`config.mk`:
```
export PLATFORM = sky130hd
export DESIGN_NAME = reg_scoreboard
export DESIGN_NICKNAME = d
export VERILOG_FILES = /design/src/rtl/reg_scoreboard.sv
export SDC_FILE = /design/constraint.sdc
export NUM_CORES = 1
export LEC_CHECK = 0
export ABC_CLOCK_PERIOD_IN_PS = 13500
export CORE_ASPECT_RATIO = 0.7
export CORE_MARGIN = 2
export CORE_UTILIZATION = 56
export CTS_CLUSTER_SIZE = 28
export DETAILED_ROUTE_END_ITERATION = 10
export MAX_ROUTING_LAYER = met4
export PLACE_DENSITY = 0.74
export SLEW_MARGIN = 40
export SYNTH_ARGS = -nofsm -noshare
export SYNTH_HDL_FRONTEND = slang
export SYNTH_SLANG_ARGS = --single-unit
```
`constraint.sdc`:
```
create_clock -name clk -period 13.5 [get_ports clk]
set_clock_uncertainty 0.15 [all_clocks]
set_input_delay 2.7 -clock clk [delete_from_list [all_inputs] [get_ports clk]]
set_output_delay 2.7 -clock clk [all_outputs]
set_load 0.1 [all_outputs]
```
`src/rtl/reg_scoreboard.sv`:
```
// Register-hazard scoreboard: per-register write-back countdowns that flag
// decode source operands whose pending write is not yet visible.
module reg_scoreboard #(
  parameter int NUM_REGS   = 32,
  parameter int RNUM_WIDTH = 5,
  parameter int LATENCY    = 3,
  parameter int CNT_WIDTH  = 3
) (
  input  logic                  clk,
  input  logic                  rst,
  input  logic [RNUM_WIDTH-1:0] rnum1,
  input  logic [RNUM_WIDTH-1:0] rnum2,
  input  logic                  uses_rnum2,
  input  logic                  issue,
  input  logic                  is_write_reg,
  input  logic [RNUM_WIDTH-1:0] wnum,
  input  logic                  flush,
  output logic                  is_full_rnum1,
  output logic                  is_full_rnum2,
  output logic [RNUM_WIDTH:0]   busy_count,
  output logic                  any_pending
);

  localparam logic [CNT_WIDTH-1:0] LAT_C = CNT_WIDTH'(LATENCY);

  // Register 0 is hard-wired zero, so it has no counter at all.
  logic [CNT_WIDTH-1:0] cnt_r     [1:NUM_REGS-1];
  logic [CNT_WIDTH-1:0] cnt_nxt_s [1:NUM_REGS-1];
  logic [RNUM_WIDTH:0]  busy_nxt_s;
  logic [CNT_WIDTH-1:0] rd1_s;
  logic [CNT_WIDTH-1:0] rd2_s;
  logic                 wr_en_s;

  assign wr_en_s = issue & is_write_reg & (wnum != {RNUM_WIDTH{1'b0}});

  // Next counter state: flush beats reload, reload beats decrement.
  always_comb begin
    busy_nxt_s = {(RNUM_WIDTH + 1){1'b0}};
    for (int r = 1; r < NUM_REGS; r++) begin
      if (flush) begin
        cnt_nxt_s[r] = {CNT_WIDTH{1'b0}};
      end else if (wr_en_s && (wnum == RNUM_WIDTH'(r))) begin
        cnt_nxt_s[r] = LAT_C;
      end else if (cnt_r[r] != {CNT_WIDTH{1'b0}}) begin
        cnt_nxt_s[r] = cnt_r[r] - {{(CNT_WIDTH - 1){1'b0}}, 1'b1};
      end else begin
        cnt_nxt_s[r] = {CNT_WIDTH{1'b0}};
      end
      busy_nxt_s = busy_nxt_s +
                   {{RNUM_WIDTH{1'b0}}, (cnt_nxt_s[r] != {CNT_WIDTH{1'b0}})};
    end
  end

  // Source-operand lookup against pre-update state; r0 never matches.
  always_comb begin
    rd1_s = {CNT_WIDTH{1'b0}};
    rd2_s = {CNT_WIDTH{1'b0}};
    for (int r = 1; r < NUM_REGS; r++) begin
      if (rnum1 == RNUM_WIDTH'(r)) begin
        rd1_s = cnt_r[r];
      end else begin
        rd1_s = rd1_s;
      end
      if (rnum2 == RNUM_WIDTH'(r)) begin
        rd2_s = cnt_r[r];
      end else begin
        rd2_s = rd2_s;
      end
    end
  end

  assign is_full_rnum1 = (rd1_s != {CNT_WIDTH{1'b0}});
  assign is_full_rnum2 = uses_rnum2 & (rd2_s != {CNT_WIDTH{1'b0}});

  // Counter state and the registered occupancy summary.
  always_ff @(posedge clk or negedge rst) begin
    if (!rst) begin
      for (int r = 1; r < NUM_REGS; r++) begin
        cnt_r[r] <= {CNT_WIDTH{1'b0}};
      end
      busy_count  <= {(RNUM_WIDTH + 1){1'b0}};
      any_pending <= 1'b0;
    end else begin
      for (int r = 1; r < NUM_REGS; r++) begin
        cnt_r[r] <= cnt_nxt_s[r];
      end
      busy_count  <= busy_nxt_s;
      any_pending <= (busy_nxt_s != {(RNUM_WIDTH + 1){1'b0}});
    end
  end

endmodule

```
* Yosys cells after proc, flatten, opt, wreduce, memory -nomap -nowiden
Index checks and enable logic that the tools add are counted.
** Word-level totals
- Flip-flop bits (word level) :: 100
- Output and inout bits :: 9
- Logic and storage cells :: 442
** Cells by class
- Add/sub/neg operators :: 61
- Equal/unequal tests :: 93
- Multiplexer cells :: 155
- Bitwise operators :: 3
- Reduce and logical (&&, ||, !) cells :: 97
** Operators by type and width (number)
- $mux W3 :: 155
- $eq A5 B5 Y1 const B :: 48
- $reduce_bool A3 Y1 :: 64
- $add A6 B1 Y6 :: 25
- $eq A5 B4 Y1 const B :: 24
- $sub A3 B1 Y3 const B :: 31
- $eq A5 B3 Y1 const B :: 12
- $logic_and A1 B1 Y1 :: 31
- $eq A5 B2 Y1 const B :: 6
- $eq A5 B1 Y1 const B :: 3
- $add A5 B1 Y6 :: 1
- $reduce_bool A6 Y1 :: 1
- $add A4 B1 Y5 :: 1
- $reduce_bool A5 Y1 :: 1
- $add A3 B1 Y4 :: 1
- $add A2 B1 Y3 :: 1
- $and A1 B1 Y1 :: 3
- $add A1 B1 Y2 :: 1

* Depth between registers and ports, before layout
- Depth in word-level cells :: 37
- Depth in mapped cells :: 19

* Worst setup path before layout
Ideal clock, no wire load.
- Kind :: input -> register
- Start :: input flush
- End :: register any_pending
- Setup time :: 124 ps
- Arrival :: 8312 ps
- Required time :: 13226 ps
- Slack :: 4915 ps
- Stages on the path :: 19
- Buffers on the path :: 3
- Cell sequence :: clkbuf_1 clkbuf_1 buf_1 a21oi_1 nor3_1 fa_1 inv_1 fa_1 fa_1 fa_1 fa_1 fa_1 fa_1 fa_1 a21o_1 a21oi_1 xnor2_1 nor3_1 nand2_1
** RTL lines
- from (decl) :: RTL line 17 : input logic flush,
- to (signal assigned) :: RTL line 88 : any_pending <= (busy_nxt_s != {(RNUM_WIDTH + 1){1'b0}});
- to (decl) :: RTL line 21 : output logic any_pending

==> run_results.csv <==
group,metric,value,unit
outcome,status,"finished clean",
finish,syn2layout_area_growth,7.38,%
sta,setup_viol,0,
sta,max_freq,106,MHz
synth,synth_seq_cells,100,
worst_hold_path,hold_start,"cnt_r[3]",
sta,finalSetupTns,0,ns
clock_tree,root_buffer,"clkbuf_16",
finish,multi_input_area,5130,µm²
detailed_routing,wl_per_cell,20.8,µm
finish,fillCellCount,1220,
setup_path,r2r_end,"any_pending",
floorplanning,die_area,15600,µm²
global_routing,grt_usage,32.6,%
setup_path,crit_path_start_kind,"input port",
placement,port_buffers,29,
finish,finalNetCount,1085,
synth,postSynthCellCount,972,
worst_hold_path,worst_hold_path.num_cells,2,
clock_tree,tritoncts,"built",
floorplanning,initial_core_util,58.1,%
global_routing,grt_pass1_wl,38000,µm
setup_path,path_delay_family,"adder cells",
synth,synth-edff-count,0,
placement,dp_hpwl,17800,µm
detailed_routing,drc_errors,0,
clock_tree,path_clk_slew,0.07,ns
setup_path,cp_max_fo,4,
detailed_routing,avgViaCountPerCell,6.43,
synth,synth_cell_type_count,69,
clock_tree,h-tree-depth,3,
run,drv_cap,0,
setup_path,worstSetupPathType,"in -> reg",
sta,hold_violations,0,
finish,seq_area,2500,µm²
finish,layout_commonest_cell,"nand2_1",
worst_hold_path,hold_path_end,"cnt_r[3]",
setup_path,worst_setup_path_end_kind,"flop",
sta,rsz0062_at_grt,"false",
sta,final-max-slew-violation-count,0,
finish,post-route-util,62.4,%
setup_path,cp_num_buf_inv,1,
power_and_ir_drop,irDropWorstVdd,58.6,µV
detailed_routing,wl,24300,µm
global_routing,grt_antenna_before_repair,0,
setup_path,slowest_delay,0.59,ns
setup_path,crit_required,13.59,ns
finish,drive_above_1_share,9.21,%
finish,layout_common_cells,"nand2_1, dfrtp_1, inv_1",
global_routing,grt_max_degree,94,
worst_hold_path,hold_path_class,"reg -> reg",
clock_tree,cts_buffers,9,
floorplanning,rows,36,
setup_path,cp_slowest_cell,"fa_1",
finish,antenna_cells,0,
sta,worst_pin_slew,0.901,ns
global_routing,overflow,0,
clock_tree,postCtsHoldBufs,0,
synth,seq_area_frac_synth,30.5,%
synth,synth-async-reset-ratio,100,%
clock_tree,clock_latency,0.35,ns
detailed_routing,drtIter0Drc,1060,
global_routing,grt_pass1_vias,6745,
sta,period_needed,9.42,ns
setup_path,r2r_slack,7.02,ns
synth,ys.flop_type,"dfrtp_1",
setup_path,cp_common_cell,"fa_1",
setup_path,rr_worst_depth,18,
detailed_routing,postRouteAntennaNets,0,
power_and_ir_drop,leakagePower,4.27,nW
clock_tree,cts_setup_buffers,0,
synth,syn_area,8190,µm²
synth,avgSynthCellArea,8.43,µm²
floorplanning,io_pins,30,
detailed_routing,via_count,7505,
sta,period_share,69.8,%
floorplanning,die_w,149,µm
clock_tree,clockBufferDepth,2,
clock_tree,post_cts_resized,0,
clock_tree,numClockSinks,100,
power_and_ir_drop,pwr_density_cell,81.0,nW/µm²
setup_path,r2r-start,"cnt_r[33]",
placement,gp_congestion,0.993,
floorplanning,core_area,14100,µm²
floorplanning,fp.dieH,105,µm
sta,slew_headroom,38.4,%
synth,synth_warnings,0,
setup_path,cp_cell_sequence,"clkdlybuf4s50_1 -> nand3b_1 -> nor2_1 -> nand2_1 -> and3b_1 -> or3_1 -> fa_1 -> fa_1 -> fa_1 -> fa_1 -> fa_1 -> fa_1 -> fa_1 -> fa_1 -> a21o_1 -> a21oi_1 -> xnor2_1 -> nor3_1 -> nand2_1",
detailed_routing,firstDrtPassIters,8,
synth,syn-num-nets,1085,
setup_path,cp.arrival,9.51,ns
[through the flow]
stage	worst slack, ns	total power [mW]	hold slack (ns)	cell area [µm²]	cells
after floorplan	4.91	0.410	0.397	8190	972
after global placement	3.62	0.452	0.430	8520	1150
after detailed placement	3.77	0.448	0.428	8470	1150
after CTS	4.12	0.710	0.442	8770	1166
after global routing	3.77	0.737	0.467	8800	1167
final	4.08	0.712	0.442	8800	1167
[Yosys cell counts, types with 4 or more instances]
master,instances,area (µm²)
a2111oi_0,4,35.0
a211oi_1,4,30.0
a21o_1,5,37.5
a21oi_1,73,365
a221oi_1,8,70.1
a22oi_1,12,90.1
a31oi_1,40,250
and3b_1,33,289
buf_2,23,115
buf_4,6,45.0
clkbuf_1,18,67.6
dfrtp_1,100,2500
fa_1,23,460
ha_1,69,863
inv_1,82,308
mux2_2,4,45.0
mux2i_1,14,140
nand2_1,132,495
nand2b_1,7,43.8
nand3_1,9,45.0
nand3b_1,5,37.5
nand4_1,5,31.3
nor2_1,64,240
nor2b_1,14,87.6
nor3_1,30,150
nor3b_1,4,30.0
o2111ai_1,4,35.0
o211ai_1,7,52.6
o21ai_0,39,195
o22ai_1,16,100
o32ai_1,6,52.6
or2_2,32,200
or3_1,20,125
[sequential cells by signal (all words and copies together), names as in the netlist]
| signal | count |
|---|---|
| any_pending | 1 |
| busy_count | 6 |
| cnt_r | 93 |
[worst max path at each step]
stage / startpoint / to / cells after the start
final: wnum[3] / any_pending / 19
after global routing: wnum[3] / any_pending / 19
after CTS: wnum[3] / any_pending / 19
after detailed placement: wnum[3] / any_pending / 19
after global placement: wnum[1] / any_pending / 18
after floorplan: flush / any_pending / 19
[worst min-delay path: stages (launching register included)]
cell,delay [ns]
dfrtp_1,0.36
or2_2,0.11
a21oi_1,0.07
[layout make-up]
type,instances,area share (%)
tap,190,2.70
sequential,100,28.4
clock inverter,7,0.839
clock buffer,9,2.56
multi-input combinational,739,58.3
inverter,83,3.54
timing repair buffer,39,3.57
[cells by family (layout without fill, tap and decap cells)]
group	Yosys count	after routing	synth area share, %
simple gates	373	373	23.7
buf+inv	133	138	6.90
mux	20	20	2.67
fa+ha+maj	92	92	16.2
flops	100	100	30.5
xor+xnor	3	3	0.321
compound gates	251	251	19.7
[power by group]
group | switching [mW] | internal (mW) | total, mW
clock network | 0.121 | 0.145 | 0.266
logic | 0.102 | 0.0374 | 0.139
registers | 0.00306 | 0.304 | 0.307
total | 0.226 | 0.486 | 0.712
[routing by layer]
layer  GRT usage [%]  wire [µm]
met5               -          0
met1            49.4      11300
met3            6.77       2660
met2            42.7       9530
met4            11.0        760
(Power assumes the default switching activity.)
